`src/rtl/fft_r4_stage_sched_if.sv`:
```
// fft_r4_stage_sched_if: start/status, sample-memory, butterfly and twiddle signals of the radix-4 stage sequencer.
// cycle_cnt exists only when FFT_CYCLE_CNT_EN is defined.
interface fft_r4_stage_sched_if #(parameter int LOG4N = 3);
    localparam int AW = 2 * LOG4N;
    logic start, busy, done, rd_en, rd_bank, bf_ctrl_in, bf_ctrl_out, wr_en, err;
    logic [AW-1:0] rd_addr_a, rd_addr_b, rd_addr_c, rd_addr_d;
    logic [AW-1:0] wr_addr_a, wr_addr_b, wr_addr_c, wr_addr_d, tw_exp;
    logic [LOG4N-1:0] stage;
`ifdef FFT_CYCLE_CNT_EN
    logic [15:0] cycle_cnt;
`endif
    modport master(
        output start, bf_ctrl_out,
        input busy, done, rd_en, rd_addr_a, rd_addr_b, rd_addr_c, rd_addr_d, rd_bank, bf_ctrl_in,
        input wr_en, wr_addr_a, wr_addr_b, wr_addr_c, wr_addr_d, tw_exp, stage, err
`ifdef FFT_CYCLE_CNT_EN
        , cycle_cnt
`endif
    );
    modport slave(
        input start, bf_ctrl_out,
        output busy, done, rd_en, rd_addr_a, rd_addr_b, rd_addr_c, rd_addr_d, rd_bank, bf_ctrl_in,
        output wr_en, wr_addr_a, wr_addr_b, wr_addr_c, wr_addr_d, tw_exp, stage, err
`ifdef FFT_CYCLE_CNT_EN
        , cycle_cnt
`endif
    );
endinterface

```
`src/rtl/fft_r4_stage_sched.sv`:
```
// fft_r4_stage_sched: sequences LOG4N radix-4 DIF stages over a ping-pong memory, aligning write-back to the butterfly.
// FFT_CYCLE_CNT_EN adds a saturating busy-cycle counter on cycle_cnt.
module fft_r4_stage_sched #(
    parameter int LOG4N  = 3,
    parameter int RD_LAT = 1,
    parameter int BF_LAT = 2
) (
    input logic clk,
    input logic rst_n,
    fft_r4_stage_sched_if.slave bus
);
    localparam int AW = 2 * LOG4N;
    localparam int BW = AW - 2;
    localparam int D  = RD_LAT + BF_LAT;

    typedef enum logic [2:0] {IDLE, RUN, DRAIN, NEXT, DONE} state_e;

    state_e state_q, state_d;
    logic [LOG4N-1:0] stage_q, stage_d;
    logic [BW-1:0] b_q, b_d;
    logic [AW-1:0] fly_q, fly_d;
    logic bank_q, bank_d, err_q, err_d;
    logic [D-1:0] vld_q;
    logic [AW-1:0] adr_q [D][4];
    logic [AW-1:0] tw_q [D];
    logic rd_en, accept;
    logic [AW-1:0] sh, stride, o, base, tw;
    logic [AW-1:0] adr [4];

    assign accept = state_q == IDLE && bus.start;
    assign rd_en  = state_q == RUN;

    // stride = 4^(LOG4N-1-stage): b splits into group (upper bits) and offset (lower bits)
    always_comb begin
        sh     = AW'(2 * (LOG4N - 1)) - AW'({stage_q, 1'b0});
        stride = AW'(1) << sh;
        o      = AW'(b_q) & (stride - AW'(1));
        base   = ((AW'(b_q) >> sh) << (sh + AW'(2))) | o;
        tw     = rd_en ? o << AW'({stage_q, 1'b0}) : '0;
        for (int k = 0; k < 4; k++) adr[k] = rd_en ? base | (AW'(k) << sh) : '0;
    end

    always_comb begin
        state_d = state_q;
        stage_d = stage_q;
        b_d     = b_q;
        bank_d  = bank_q;
        err_d   = err_q | (bus.bf_ctrl_out != vld_q[D-1]);
        fly_d   = (rd_en && !vld_q[D-1]) ? fly_q + AW'(1) :
                  (!rd_en && vld_q[D-1]) ? fly_q - AW'(1) : fly_q;
        case (state_q)
            IDLE: if (accept) begin
                state_d = RUN;
                stage_d = '0;
                b_d     = '0;
                bank_d  = 1'b0;
                err_d   = 1'b0;
            end
            RUN: begin
                b_d = b_q + BW'(1);
                if (b_q == '1) state_d = DRAIN;
            end
            DRAIN: if (fly_d == '0) state_d = (stage_q == LOG4N'(LOG4N - 1)) ? DONE : NEXT;
            NEXT: begin
                state_d = RUN;
                stage_d = stage_q + LOG4N'(1);
                bank_d  = !bank_q;
            end
            DONE: begin
                state_d = IDLE;
                bank_d  = !bank_q;
            end
            default: state_d = IDLE;
        endcase
    end

    always_ff @(posedge clk or negedge rst_n) begin
        if (!rst_n) begin
            state_q <= IDLE;
            stage_q <= '0;
            b_q     <= '0;
            fly_q   <= '0;
            bank_q  <= 1'b0;
            err_q   <= 1'b0;
            vld_q   <= '0;
            for (int i = 0; i < D; i++) begin
                tw_q[i] <= '0;
                for (int k = 0; k < 4; k++) adr_q[i][k] <= '0;
            end
        end else begin
            state_q  <= state_d;
            stage_q  <= stage_d;
            b_q      <= b_d;
            fly_q    <= fly_d;
            bank_q   <= bank_d;
            err_q    <= err_d;
            vld_q    <= {vld_q[D-2:0], rd_en};
            adr_q[0] <= adr;
            tw_q[0]  <= tw;
            for (int i = 1; i < D; i++) begin
                adr_q[i] <= adr_q[i-1];
                tw_q[i]  <= tw_q[i-1];
            end
        end
    end

`ifdef FFT_CYCLE_CNT_EN
    logic [15:0] cyc_q;
    always_ff @(posedge clk or negedge rst_n) begin
        if (!rst_n) cyc_q <= '0;
        else if (accept) cyc_q <= '0;
        else if (state_q != IDLE && cyc_q != '1) cyc_q <= cyc_q + 16'd1;
    end
    assign bus.cycle_cnt = cyc_q;
`endif

    assign bus.busy       = state_q != IDLE;
    assign bus.done       = state_q == DONE;
    assign bus.rd_en      = rd_en;
    assign bus.rd_addr_a  = adr[0];
    assign bus.rd_addr_b  = adr[1];
    assign bus.rd_addr_c  = adr[2];
    assign bus.rd_addr_d  = adr[3];
    assign bus.rd_bank    = bank_q;
    assign bus.bf_ctrl_in = vld_q[RD_LAT-1];
    assign bus.wr_en      = vld_q[D-1];
    assign bus.wr_addr_a  = adr_q[D-1][0];
    assign bus.wr_addr_b  = adr_q[D-1][1];
    assign bus.wr_addr_c  = adr_q[D-1][2];
    assign bus.wr_addr_d  = adr_q[D-1][3];
    assign bus.tw_exp     = tw_q[D-1];
    assign bus.stage      = stage_q;
    assign bus.err        = err_q;
endmodule

```
`src/flat_wrapper.sv`:
```
// flat-port wrapper written by rule: the top's interface ports become plain ports
module fft_r4_stage_sched_flat 
#(
    parameter int LOG4N  = 3,
    parameter int RD_LAT = 1,
    parameter int BF_LAT = 2
)
  (clk, rst_n, bus_start, bus_bf_ctrl_out, bus_busy, bus_done, bus_rd_en, bus_rd_addr_a, bus_rd_addr_b, bus_rd_addr_c, bus_rd_addr_d, bus_rd_bank, bus_bf_ctrl_in, bus_wr_en, bus_wr_addr_a, bus_wr_addr_b, bus_wr_addr_c, bus_wr_addr_d, bus_tw_exp, bus_stage, bus_err);
  fft_r4_stage_sched_if #(.LOG4N(LOG4N)) bus_i ();
  input logic clk;
  input logic rst_n;
  input wire logic [$bits(bus_i.start)-1:0] bus_start;
  input wire logic [$bits(bus_i.bf_ctrl_out)-1:0] bus_bf_ctrl_out;
  output wire logic [$bits(bus_i.busy)-1:0] bus_busy;
  output wire logic [$bits(bus_i.done)-1:0] bus_done;
  output wire logic [$bits(bus_i.rd_en)-1:0] bus_rd_en;
  output wire logic [$bits(bus_i.rd_addr_a)-1:0] bus_rd_addr_a;
  output wire logic [$bits(bus_i.rd_addr_b)-1:0] bus_rd_addr_b;
  output wire logic [$bits(bus_i.rd_addr_c)-1:0] bus_rd_addr_c;
  output wire logic [$bits(bus_i.rd_addr_d)-1:0] bus_rd_addr_d;
  output wire logic [$bits(bus_i.rd_bank)-1:0] bus_rd_bank;
  output wire logic [$bits(bus_i.bf_ctrl_in)-1:0] bus_bf_ctrl_in;
  output wire logic [$bits(bus_i.wr_en)-1:0] bus_wr_en;
  output wire logic [$bits(bus_i.wr_addr_a)-1:0] bus_wr_addr_a;
  output wire logic [$bits(bus_i.wr_addr_b)-1:0] bus_wr_addr_b;
  output wire logic [$bits(bus_i.wr_addr_c)-1:0] bus_wr_addr_c;
  output wire logic [$bits(bus_i.wr_addr_d)-1:0] bus_wr_addr_d;
  output wire logic [$bits(bus_i.tw_exp)-1:0] bus_tw_exp;
  output wire logic [$bits(bus_i.stage)-1:0] bus_stage;
  output wire logic [$bits(bus_i.err)-1:0] bus_err;
  assign bus_i.start = bus_start;
  assign bus_i.bf_ctrl_out = bus_bf_ctrl_out;
  assign bus_busy = bus_i.busy;
  assign bus_done = bus_i.done;
  assign bus_rd_en = bus_i.rd_en;
  assign bus_rd_addr_a = bus_i.rd_addr_a;
  assign bus_rd_addr_b = bus_i.rd_addr_b;
  assign bus_rd_addr_c = bus_i.rd_addr_c;
  assign bus_rd_addr_d = bus_i.rd_addr_d;
  assign bus_rd_bank = bus_i.rd_bank;
  assign bus_bf_ctrl_in = bus_i.bf_ctrl_in;
  assign bus_wr_en = bus_i.wr_en;
  assign bus_wr_addr_a = bus_i.wr_addr_a;
  assign bus_wr_addr_b = bus_i.wr_addr_b;
  assign bus_wr_addr_c = bus_i.wr_addr_c;
  assign bus_wr_addr_d = bus_i.wr_addr_d;
  assign bus_tw_exp = bus_i.tw_exp;
  assign bus_stage = bus_i.stage;
  assign bus_err = bus_i.err;
  fft_r4_stage_sched #(.LOG4N(LOG4N), .RD_LAT(RD_LAT), .BF_LAT(BF_LAT)) u_core (.clk(clk), .rst_n(rst_n), .bus(bus_i));
endmodule
```
`config.mk`:
```
export PLATFORM = sky130hd
export DESIGN_NAME = fft_r4_stage_sched_flat
export DESIGN_NICKNAME = d
export VERILOG_FILES = /design/src/rtl/fft_r4_stage_sched_if.sv /design/src/rtl/fft_r4_stage_sched.sv /design/src/flat_wrapper.sv
export SDC_FILE = /design/constraint.sdc
export NUM_CORES = 1
export LEC_CHECK = 0
export CAP_MARGIN = 5
export CORE_MARGIN = 2
export CORE_UTILIZATION = 50
export CTS_CLUSTER_SIZE = 16
export DETAILED_ROUTE_END_ITERATION = 16
export GPL_TIMING_DRIVEN = 1
export PLACE_DENSITY = 0.79
export SETUP_SLACK_MARGIN = 0.15
export SLEW_MARGIN = 40
export SYNTH_ARGS = -nofsm -noshare
export SYNTH_HDL_FRONTEND = slang
export SYNTH_SLANG_ARGS = --single-unit
export TNS_END_PERCENT = 50
```
`constraint.sdc`:
```
create_clock -name clk -period 3.6 [get_ports clk]
set_clock_uncertainty 0.05 [all_clocks]
set_input_delay 0.54 -clock clk [delete_from_list [all_inputs] [get_ports clk]]
set_output_delay 0.54 -clock clk [all_outputs]
set_load 0.02 [all_outputs]
```
==> metrics.md <==
| Metric | Value |
|---|---|
| Count of cell types in the netlist | `between 40 and 50` |
| Largest area contributor in the netlist | `dfrtp_1` |
| Static leakage | `1.74 nW` |
| Fmax | `301 MHz` |
| Period utilization | `about 92%` |
| WL per Instance | `around 14 um` |
| Largest family of logic cells by synthesized area | `simple AND/OR/NAND/NOR gates` |
| Post-synthesis net count | `~280` |
| PortBufs | `67` |
| Slew Limit Fails | `0` |
| Die H | `approximately 83 um` |
| Mux cell area share after synthesis | `less than 1%` |
| Yosys reg bits | `75` |
| Commonest non-fill, non-tap cell in the layout | `dfrtp_1` |
| Area delta synth->final | `21.3%` |
| Total track usage | `between 15 and 20%` |
| Initial DRC count | `between 100 and 150` |
| Pwr Density | `1030 nW/um2` |
| Rows | `28` |
| Clk_lat worst skew | `around 0.34 ns` |
| CP required | `around 3 ns` |
| Final Wtd Congestion | `0.951` |
| Sequential fraction of the synthesis area | `approximately 60%` |
| Simple-gate share of the synthesized area | `13.8%` |
| Unrepaired setup endpoints after global routing | `yes` |
| Worst setup EP type | `output port` |
| Final hold viol count | `0` |
| Kind of critical path | `flop to output port` |
| CTS Buffer Depth | `2` |
| Core area | `between 5000 and 6000 um2` |
| Clock sink total | `75` |
| Most frequent cells in the layout | `dfrtp_1, clkdlybuf4s50_1, nor2_1` |
| Xor/xnor share of the synthesized area | `2.24%` |
| Area fraction of the dominant cell type after synthesis | `60.0%` |
| DP HPWL | `approximately 3600 um` |
| Worst setup slack after placement | `0.0844 ns` |
| Hold Path Class | `input pin to asynchronous set/reset pin` |
| Slew @ Worst Pin | `between 0.6 and 0.7 ns` |
| Max_slew headroom | `between 50% and 60%` |
| Final worst setup slack | `about 0.28 ns` |
| Synth Flop Type | `dfrtp_1` |
| Worst VDD drop | `~0.6 mV` |
| Ranking of synthesized cells by area | `dfrtp_1, buf_4, nor2_1, ha_1, nand2_1` |
| Syn Inst Count | `270` |
| Post-Synth Adder-Cell Area | `2.80%` |
| Clock root buffer | `clkbuf_8` |
| Non-filler cells, final | `between 300 and 400` |
| Number of synthesized flops with an enable pin | `0` |
| Layout cell share with drive strength beyond 1 | `between 10% and 20%` |
| Mapped Area | `approximately 3100 um2` |
| Via density | `between 5 and 6` |
| Post-DRT Antenna Nets | `0` |
| Synth Area in Compound Gates | `under 10%` |
| Total die area | `6910 um2` |
| CTS Hold Bufs | `0` |
| Remaining Overflow, GRT | `0` |
| TNS Setup | `0 ns` |
| Final nets | `313` |
| First-pass GRT wire length | `roughly 9000 um` |
| Initial Util | `52.2%` |
| CP Launch Type | `flop` |
| Ys async rst share | `100%` |
| Tmin final | `between 3 and 4 ns` |
| CTS tree | `built` |
| Pin count of the biggest net entering global routing | `76` |
| Yosys Warn Count | `0` |
| Status | `finished clean` |
| Crit-path max FO | `5` |
| Cts bufs inserted | `9` |
| # diodes | `0` |
| # IOs | `slightly below 70` |
| DP Cell Count | `about 360` |
| Final setup vio count | `0` |
| Initial antenna violation count | `0` |
| Util after Layout | `between 60 and 70%` |
| Via count | `between 1.5k and 2k` |
| Average size of a mapped cell | `approximately 12 um2` |
| Routed wire length | `about 5200 um` |
| WHS | `0.129 ns` |
| H-Tree Depth | `3` |
| Vias in the first global route | `about 1.9k` |
| Clock-pin slew on the worst setup and hold paths | `0.08 ns` |
| 1st-pass router iterations | `4` |
| Die width | `about 83 um` |
| Max cap viols | `0` |
| DRC Markers | `0` |
| Worst Path Arrival | `2.73 ns` |
==> registers in the layout, summed over array words and instances (netlist names), 4 cells and up <==
| signal | flops |
|---|---|
| u_core.bus.tw_exp | 6 |
| u_core.b_q | 4 |
| u_core.fly_q | 6 |
| u_core.adr_q | 24 |
| u_core.tw_q | 12 |
| u_core.bus.wr_addr_a | 6 |
==> layout make-up <==
class	count	area (um2)
clock buffer	9	124
clock inverter	7	76.3
fill	460	2190
inverter	6	22.5
multi-input combinational	135	898
sequential	75	1880
tap	75	93.8
timing repair buffer	75	703
==> what timing repair did <==
action                                  in CTS  in global routing
endpoints found under the setup margin      16                 11
resized for setup                           28                 11
buffers inserted                             0                  2
pin swaps                                    0                  2
==> stage by stage <==
step / cell area [um2] / total power [mW]
finish: 3800 / 3.91
global route: 3800 / 4.16
CTS: 3760 / 3.91
detailed placement: 3570 / 3.34
global placement: 3570 / 3.28
floorplan: 3140 / 2.75
==> synth_stat cells (5+ instances only) <==
library cell,n
nor3_1,5
clkbuf_1,8
buf_4,43
dfrtp_1,75
o21ai_0,8
ha_1,7
nor2_1,28
nand2_1,15
inv_1,5
and2_1,5
a21oi_1,10
==> critical path, cell delays in order, from the launching register on <==
cell and delay [ns]:
dfrtp_1 0.41, buf_4 0.16, ha_2 0.21, or3_4 0.41, nor2_2 0.13, inv_1 0.10, ha_1 0.30, nor2b_2 0.16
a21oi_1 0.10, a21oi_2 0.24, buf_4 0.18
==> logic make-up (layout without fill, tap and decap cells) <==
kind of cell               Yosys count  count (layout)
AOI/OAI and AO/OA                   36              36
xor gates and xnor gates             8               8
adders and majority gates            7               7
buffers and inverters               60              97
DFF                                 75              75
muxes                                3               3
and+or+nand+nor                     81              81
==> per-layer routing <==
| layer | GRT usage, % | vias up | part of all wire (%) | routed length, um |
|---|---|---|---|---|
| met1 | 22.3 | 930 | 45 | 2340 |
| met2 | 23.5 | 67 | 47 | 2470 |
| li1 | - | 927 | - | - |
| met3 | 4.97 | 10 | 5.9 | 310 |
| met4 | 9.84 | 0 | 2.3 | 119 |
| met5 | 0 | - | 0 | 0 |
==> path summary, 6_finish.rpt <==
path / start / endpoint / slack, ns / cells past startpoint
setup / recovery: u_core.bus.stage[0]$_DFFE_PN0P_ / bus_rd_addr_b[2] / 0.28 / 10
hold / removal: rst_n / u_core.vld_q[0]$_DFF_PN0_ / 0.13 / 1
setup reg to reg: u_core.bus.stage[0]$_DFFE_PN0P_ / u_core.adr_q[62]$_DFF_PN0_ / 1.14 / 10
hold reg to reg: u_core.tw_q[12]$_DFF_PN0_ / u_core.tw_q[6]$_DFF_PN0_ / 0.29 / 0
max in group asynchronous: rst_n / u_core.tw_q[12]$_DFF_PN0_ / 2.89 / 1
min in group clk: u_core.tw_q[12]$_DFF_PN0_ / u_core.tw_q[6]$_DFF_PN0_ / 0.29 / 0
==> power by group <==
part           internal, mW  switching (mW)  total, mW
Combinational         0.837            1.06       1.90
Clock                 0.324           0.311      0.635
Sequential             1.17           0.206       1.38
Note: power is estimated with default switching activity, not from simulation.
